### config.mk
export PLATFORM = sky130hd
export DESIGN_NAME = matrix_io_ctrl
export DESIGN_NICKNAME = d
export VERILOG_FILES = /design/src/rtl/matrix_io_ctrl.sv
export SDC_FILE = /design/constraint.sdc
export NUM_CORES = 2
export LEC_CHECK = 0
export CAP_MARGIN = 40
export CORE_UTILIZATION = 45
export DETAILED_ROUTE_END_ITERATION = 8
export PLACE_DENSITY = 0.58
export SLEW_MARGIN = 10
export SYNTH_ARGS = -nofsm -noshare
export SYNTH_HDL_FRONTEND = slang
export SYNTH_SLANG_ARGS = --single-unit
### constraint.sdc
create_clock -name clk -period 7.6 [get_ports clk]
set_input_delay 2.28 -clock clk [delete_from_list [all_inputs] [get_ports clk]]
set_output_delay 2.28 -clock clk [all_outputs]
set_load 0.1 [all_outputs]
### src/rtl/matrix_io_ctrl.sv
// matrix_io_ctrl: host-side front end for the NxN inverse-matrix engine.
//   Loads the N*N words of A over a valid/ready stream, pulses start, serves
//   the engine's registered reads of A on ram1, captures the engine's result
//   words, then streams the result back to the host in row-major order.
// Ports:
//   clk, rst_n                     clock, asynchronous active-low reset
//   in_data/in_valid/in_ready      host input stream (elements of A)
//   start                          one-cycle start pulse to the engine
//   rd_addr -> ram1                engine read port into A, 1-cycle latency
//   write/wr_addr/wr_en            engine result write port
//   out_data/out_valid/out_ready   host output stream, out_last on element N*N-1
//   busy                           high in START/RUN/DRAIN
//   err                            sticky: bit0 bad wr_addr, bit1 timeout
module matrix_io_ctrl #(
  parameter int unsigned N       = 5,
  parameter int unsigned DW      = 32,
  parameter int unsigned AW      = 5,
  parameter int unsigned TIMEOUT = 4096
) (
  input  logic          clk,
  input  logic          rst_n,
  input  logic [DW-1:0] in_data,
  input  logic          in_valid,
  output logic          in_ready,
  output logic          start,
  input  logic [AW-1:0] rd_addr,
  output logic [DW-1:0] ram1,
  input  logic [DW-1:0] write,
  input  logic [AW-1:0] wr_addr,
  input  logic          wr_en,
  output logic [DW-1:0] out_data,
  output logic          out_valid,
  input  logic          out_ready,
  output logic          out_last,
  output logic          busy,
  output logic [1:0]    err
);

  localparam int unsigned NumEl = N * N;
  localparam int unsigned Depth = 2 ** AW;
  localparam int unsigned TW    = $clog2(TIMEOUT) + 1;
  localparam logic [AW-1:0] LastIdx   = AW'(NumEl - 1);
  localparam logic [TW-1:0] TimerLast = TW'(TIMEOUT - 1);

  typedef enum logic [1:0] {
    StLoad  = 2'd0,
    StStart = 2'd1,
    StRun   = 2'd2,
    StDrain = 2'd3
  } state_e;

  state_e          state_q, state_d;
  logic [AW-1:0]   load_cnt_q, load_cnt_d;
  logic [AW-1:0]   out_cnt_q, out_cnt_d;
  logic [TW-1:0]   timer_q, timer_d;
  logic [Depth-1:0] bitmap_q, bitmap_d, bitmap_set;
  logic [1:0]      err_q, err_d;

  logic [DW-1:0] mem_a [Depth];
  logic [DW-1:0] mem_r [Depth];

  logic wr_ok, wr_bad, full_q, full_d;

  assign wr_ok  = (state_q == StRun) && wr_en && (wr_addr <= LastIdx);
  assign wr_bad = (state_q == StRun) && wr_en && (wr_addr > LastIdx);

  always_comb begin
    bitmap_set = bitmap_q;
    if (wr_ok) bitmap_set[wr_addr] = 1'b1;
  end

  assign full_q = &bitmap_q[NumEl-1:0];
  // Completion including this cycle's write: a final write beats a timeout.
  assign full_d = &bitmap_set[NumEl-1:0];

  always_comb begin
    state_d    = state_q;
    load_cnt_d = load_cnt_q;
    out_cnt_d  = out_cnt_q;
    timer_d    = timer_q;
    bitmap_d   = bitmap_q;
    err_d      = err_q;
    in_ready   = 1'b0;
    start      = 1'b0;
    out_valid  = 1'b0;
    busy       = 1'b1;
    unique case (state_q)
      StLoad: begin
        in_ready = 1'b1;
        busy     = 1'b0;
        if (in_valid) begin
          if (load_cnt_q == LastIdx) begin
            load_cnt_d = '0;
            state_d    = StStart;
            bitmap_d   = '0;
            err_d      = '0;
            timer_d    = '0;
          end else begin
            load_cnt_d = load_cnt_q + 1'b1;
          end
        end
      end
      StStart: begin
        start   = 1'b1;
        state_d = StRun;
      end
      StRun: begin
        bitmap_d = bitmap_set;
        timer_d  = timer_q + 1'b1;
        if (wr_bad) err_d[0] = 1'b1;
        if (full_q) begin
          state_d = StDrain;
        end else if (timer_q == TimerLast && !full_d) begin
          err_d[1] = 1'b1;
          state_d  = StDrain;
        end
      end
      StDrain: begin
        out_valid = 1'b1;
        if (out_ready) begin
          if (out_cnt_q == LastIdx) begin
            out_cnt_d = '0;
            state_d   = StLoad;
          end else begin
            out_cnt_d = out_cnt_q + 1'b1;
          end
        end
      end
      default: state_d = StLoad;
    endcase
  end

  assign out_last = (state_q == StDrain) && (out_cnt_q == LastIdx);
  // Unwritten results read as zero, so memR never needs an explicit clear.
  assign out_data = bitmap_q[out_cnt_q] ? mem_r[out_cnt_q] : '0;
  assign err      = err_q;

  always_ff @(posedge clk or negedge rst_n) begin
    if (!rst_n) begin
      state_q    <= StLoad;
      load_cnt_q <= '0;
      out_cnt_q  <= '0;
      timer_q    <= '0;
      bitmap_q   <= '0;
      err_q      <= '0;
      ram1       <= '0;
    end else begin
      state_q    <= state_d;
      load_cnt_q <= load_cnt_d;
      out_cnt_q  <= out_cnt_d;
      timer_q    <= timer_d;
      bitmap_q   <= bitmap_d;
      err_q      <= err_d;
      ram1       <= (rd_addr <= LastIdx) ? mem_a[rd_addr] : '0;
    end
  end

  always_ff @(posedge clk) begin
    if (in_valid && in_ready) mem_a[load_cnt_q] <= in_data;
    if (wr_ok) mem_r[wr_addr] <= write;
  end

endmodule

==> impl_results.md <==
- Status: completed
- Fin util: 54.5%
- CP dominant cell by count: mux4_2
- CTS Buf Count: 194
- Grt total ovfl: 0
- Seq cells post-synth: 1915
- Setup CP Type: reg -> out
- Proportion of layout cells with a drive suffix above 1: 29.7%
- CP Max Fanout: 54
- First-pass GRT wire length: 248000 um
- Worst path cell trace: buf_16 -> buf_12 -> mux4_2 -> mux4_2 -> mux2i_1 -> nor2_1 -> clkdlybuf4s50_1 -> buf_8
- Max VDD drop: 0.000276 V
- Wire per inst: 27.9 um
- Layout Nets: 3873
- Area contributors post-synth: edfxtp_1, mux4_2, dfrtp_1
- Post-CTS setup buffer count: 0
- Largest stage delay on the critical path: 0.56 ns
- Clk sinks: 1915
- Crit start category: flop
- Min Hold Slack: between 0.4 and 0.5 ns
- CTS Hold Bufs: 0
- PwrDens: 255 nW/um2
- CTS root buffer: clkbuf_16
- Async set-or-reset flop fraction in the synthesized netlist: about 4.8%
- Leakage: 28.2 nW
- Vias per cell: 5.59
- Router iterations before antenna repair: 5
- Post-CTS sizing: 0
- Initial antenna violation count: 14
- Port-buffer cells: 149
- Final setup fails: 0
- Via count: approximately 34000
- DR iter-0 viols: 2961
- Synth cell count leaders: edfxtp_1, mux4_2, nor2_1, dfrtp_1, clkbuf_1
- RSZ-0062 raised after global routing: false
- Largest net degree at the start of global routing: a little under 80
- Detail Placement HPWL: around 100000 um
- Row count: between 100 and 150
- Seq/Total Area, Yosys: 77.6%
- Final ANT Viol Nets: 0
- Syn Std Cell Area: 73500 um2
- Synth unique cells: 51
- Crit-path slowest cell: mux4_2
- MaxCap Viol Count: 0
- Min-Delay Path Class: reg -> reg
- Area share of the leading cell type in the synthesized netlist: 74.5%
- H-tree lvl count: 4
- Measured slew at the worst slew-check pin: between 0.8 and 0.9 ns
- Final-report max-slew violation count: 0
- Mean Syn Cell Area: roughly 23 um2
- Gr usage total: a little over a fifth
- Most numerous cell in the Yosys netlist: edfxtp_1
- GP Congestion: ~0.76
- Setup TNS Final: 0 ns
- Number of flops mapped to enable cells by yosys: roughly 1800
- Setup Skew: 0.0265 ns
- Fmax: 153 MHz
- Worst Path Arrival: 4.25 ns
- CP required: 5.32 ns
- Die Wd: 406 um
- Synth-to-Final Area Change: 19.6%
- Final count of hold timing violations: 0
- CTS clk-pin slew, worst paths: 0.06 ns
- # DRC: 0
- Leading area contributor after synthesis: edfxtp_1
- Die area: 165000 um2
- I/O pins: 150
- Post-layout min period: 6.53 ns
- Core area: ~160000 um2
- Worst Setup End Kind: primary output
- Initial Util: 45.6%
- Vias in the first global route: around 35000
- CTS tree: done
- Top Family by Delay on Critical Path: buffers and inverters
- Synth Instances: ~3100
- Main synth FF type: edfxtp_1
- Clock buffer depth: 3
- Fin crit share: 85.9%
- Skew-Pair Late Insertion Delay: 0.82 ns
- Die Y: 406 um
- Worst slew margin: around 40%
- Drt total wl: 170000 um
- Ys Warns: 0
- CP bufs+invs: 4
==> logic make-up after synthesis <==
group / count (synthesis) / share of synthesized area (%)
flops: 1915 / 77.6
simple gates: 254 / 1.62
xor+xnor: 9 / 0.107
buf+inv: 178 / 1.10
fa+ha+maj: 12 / 0.204
other cells: 1 / 0.00510
mux: 654 / 18.4
compound gates: 118 / 0.938
==> sequential cells by signal, indices dropped and copies added (netlist names) <==
| signal | cells |
|---|---|
| mem_r | 1024 |
| state_q | 2 |
| mem_a | 800 |
| err | 2 |
| out_cnt_q | 5 |
| ram1 | 32 |
| bitmap_q | 32 |
| load_cnt_q | 5 |
| timer_q | 13 |
==> worst paths after layout <==
check                                      endpoint  depth (start not counted)                      from  slack [ns]
hold / removal             bitmap_q[25]$_DFFE_PN0P_                          1  bitmap_q[25]$_DFFE_PN0P_        0.48
setup reg to reg              mem_r[4][1]$_DFFE_PP_                          5    state_q[0]$_DFFE_PN0P_        4.06
setup / recovery                       out_data[27]                          8  out_cnt_q[0]$_DFFE_PN0P_        1.07
min in group asynchronous        ram1[26]$_DFF_PN0_                          1                     rst_n        1.45
hold reg to reg            bitmap_q[25]$_DFFE_PN0P_                          1  bitmap_q[25]$_DFFE_PN0P_        0.48
max in group asynchronous  out_cnt_q[4]$_DFFE_PN0P_                          3                     rst_n        5.15
==> placed cells by master, fill, tap and decap left out, types with 10 or more instances in the layout <==
cell type | Yosys | routed
edfxtp_1 | 1824 | 1824
mux4_2 | 554 | 554
conb_1 | 1 | 224
clkbuf_16 | 0 | 198
clkdlybuf4s50_1 | 0 | 139
buf_8 | 0 | 92
buf_4 | 13 | 91
dfrtp_1 | 91 | 86
nor2_1 | 115 | 67
mux2i_1 | 65 | 65
nand2_1 | 58 | 58
clkbuf_1 | 78 | 52
nor2_4 | 0 | 48
a21oi_1 | 43 | 43
o21ai_0 | 42 | 42
clkinv_2 | 0 | 39
buf_12 | 0 | 36
mux2_2 | 33 | 33
clkinv_1 | 0 | 32
buf_16 | 0 | 24
a22o_1 | 17 | 17
bufinv_16 | 0 | 15
nand4_1 | 12 | 12
ha_1 | 12 | 12
nand3_1 | 11 | 11
inv_1 | 11 | 10
==> area by class of cell <==
| class | count | area [um2] |
|---|---|---|
| Fill cell | 12200 | 73400 |
| Sequential cell | 1915 | 57100 |
| Multi-Input combinational cell | 1271 | 16900 |
| Clock buffer | 257 | 5250 |
| Timing Repair Buffer | 389 | 4910 |
| Tap cell | 2160 | 2700 |
| Clock inverter | 104 | 1070 |
| Inverter | 11 | 41.3 |
| Antenna cell | 2 | 5.00 |
==> worst reg2reg max path: stages, from the launching register on <==
cell and delay (ns):
dfrtp_1 0.40, inv_1 0.13, ha_1 0.48, nand3_1 0.71, nor2_4 0.93, buf_4 0.52
==> metrics by stage <==
step                      instance area, um2  power [mW]  setup slack (ns)  std cells
after detailed placement               81600        13.3              1.88       5746
final                                  87900        22.5              1.07       6109
after global placement                 79100        13.1              1.26       5605
after global routing                   87900        23.1             0.870       6108
after floorplan                        74300        12.7              2.09       3364
after CTS                              87900        22.7             0.988       6107
==> power by group <==
part | leakage [nW] | total, mW | switching, mW | internal [mW]
Sequential | 17.7 | 11.8 | 0.0824 | 11.7
Clock | 3.09 | 9.43 | 4.04 | 5.39
Combinational | 7.37 | 1.20 | 0.741 | 0.461
==> per-layer routing <==
layer | share of wire [%] | track usage (%) | vias up
li1 | - | - | 14400
met5 | 0.045 | 0 | -
met1 | 42 | 29.0 | 18500
met2 | 51 | 35.3 | 957
met3 | 4.9 | 3.31 | 240
met4 | 1.9 | 5.32 | 12
Note: power is estimated with default switching activity, not from simulation.
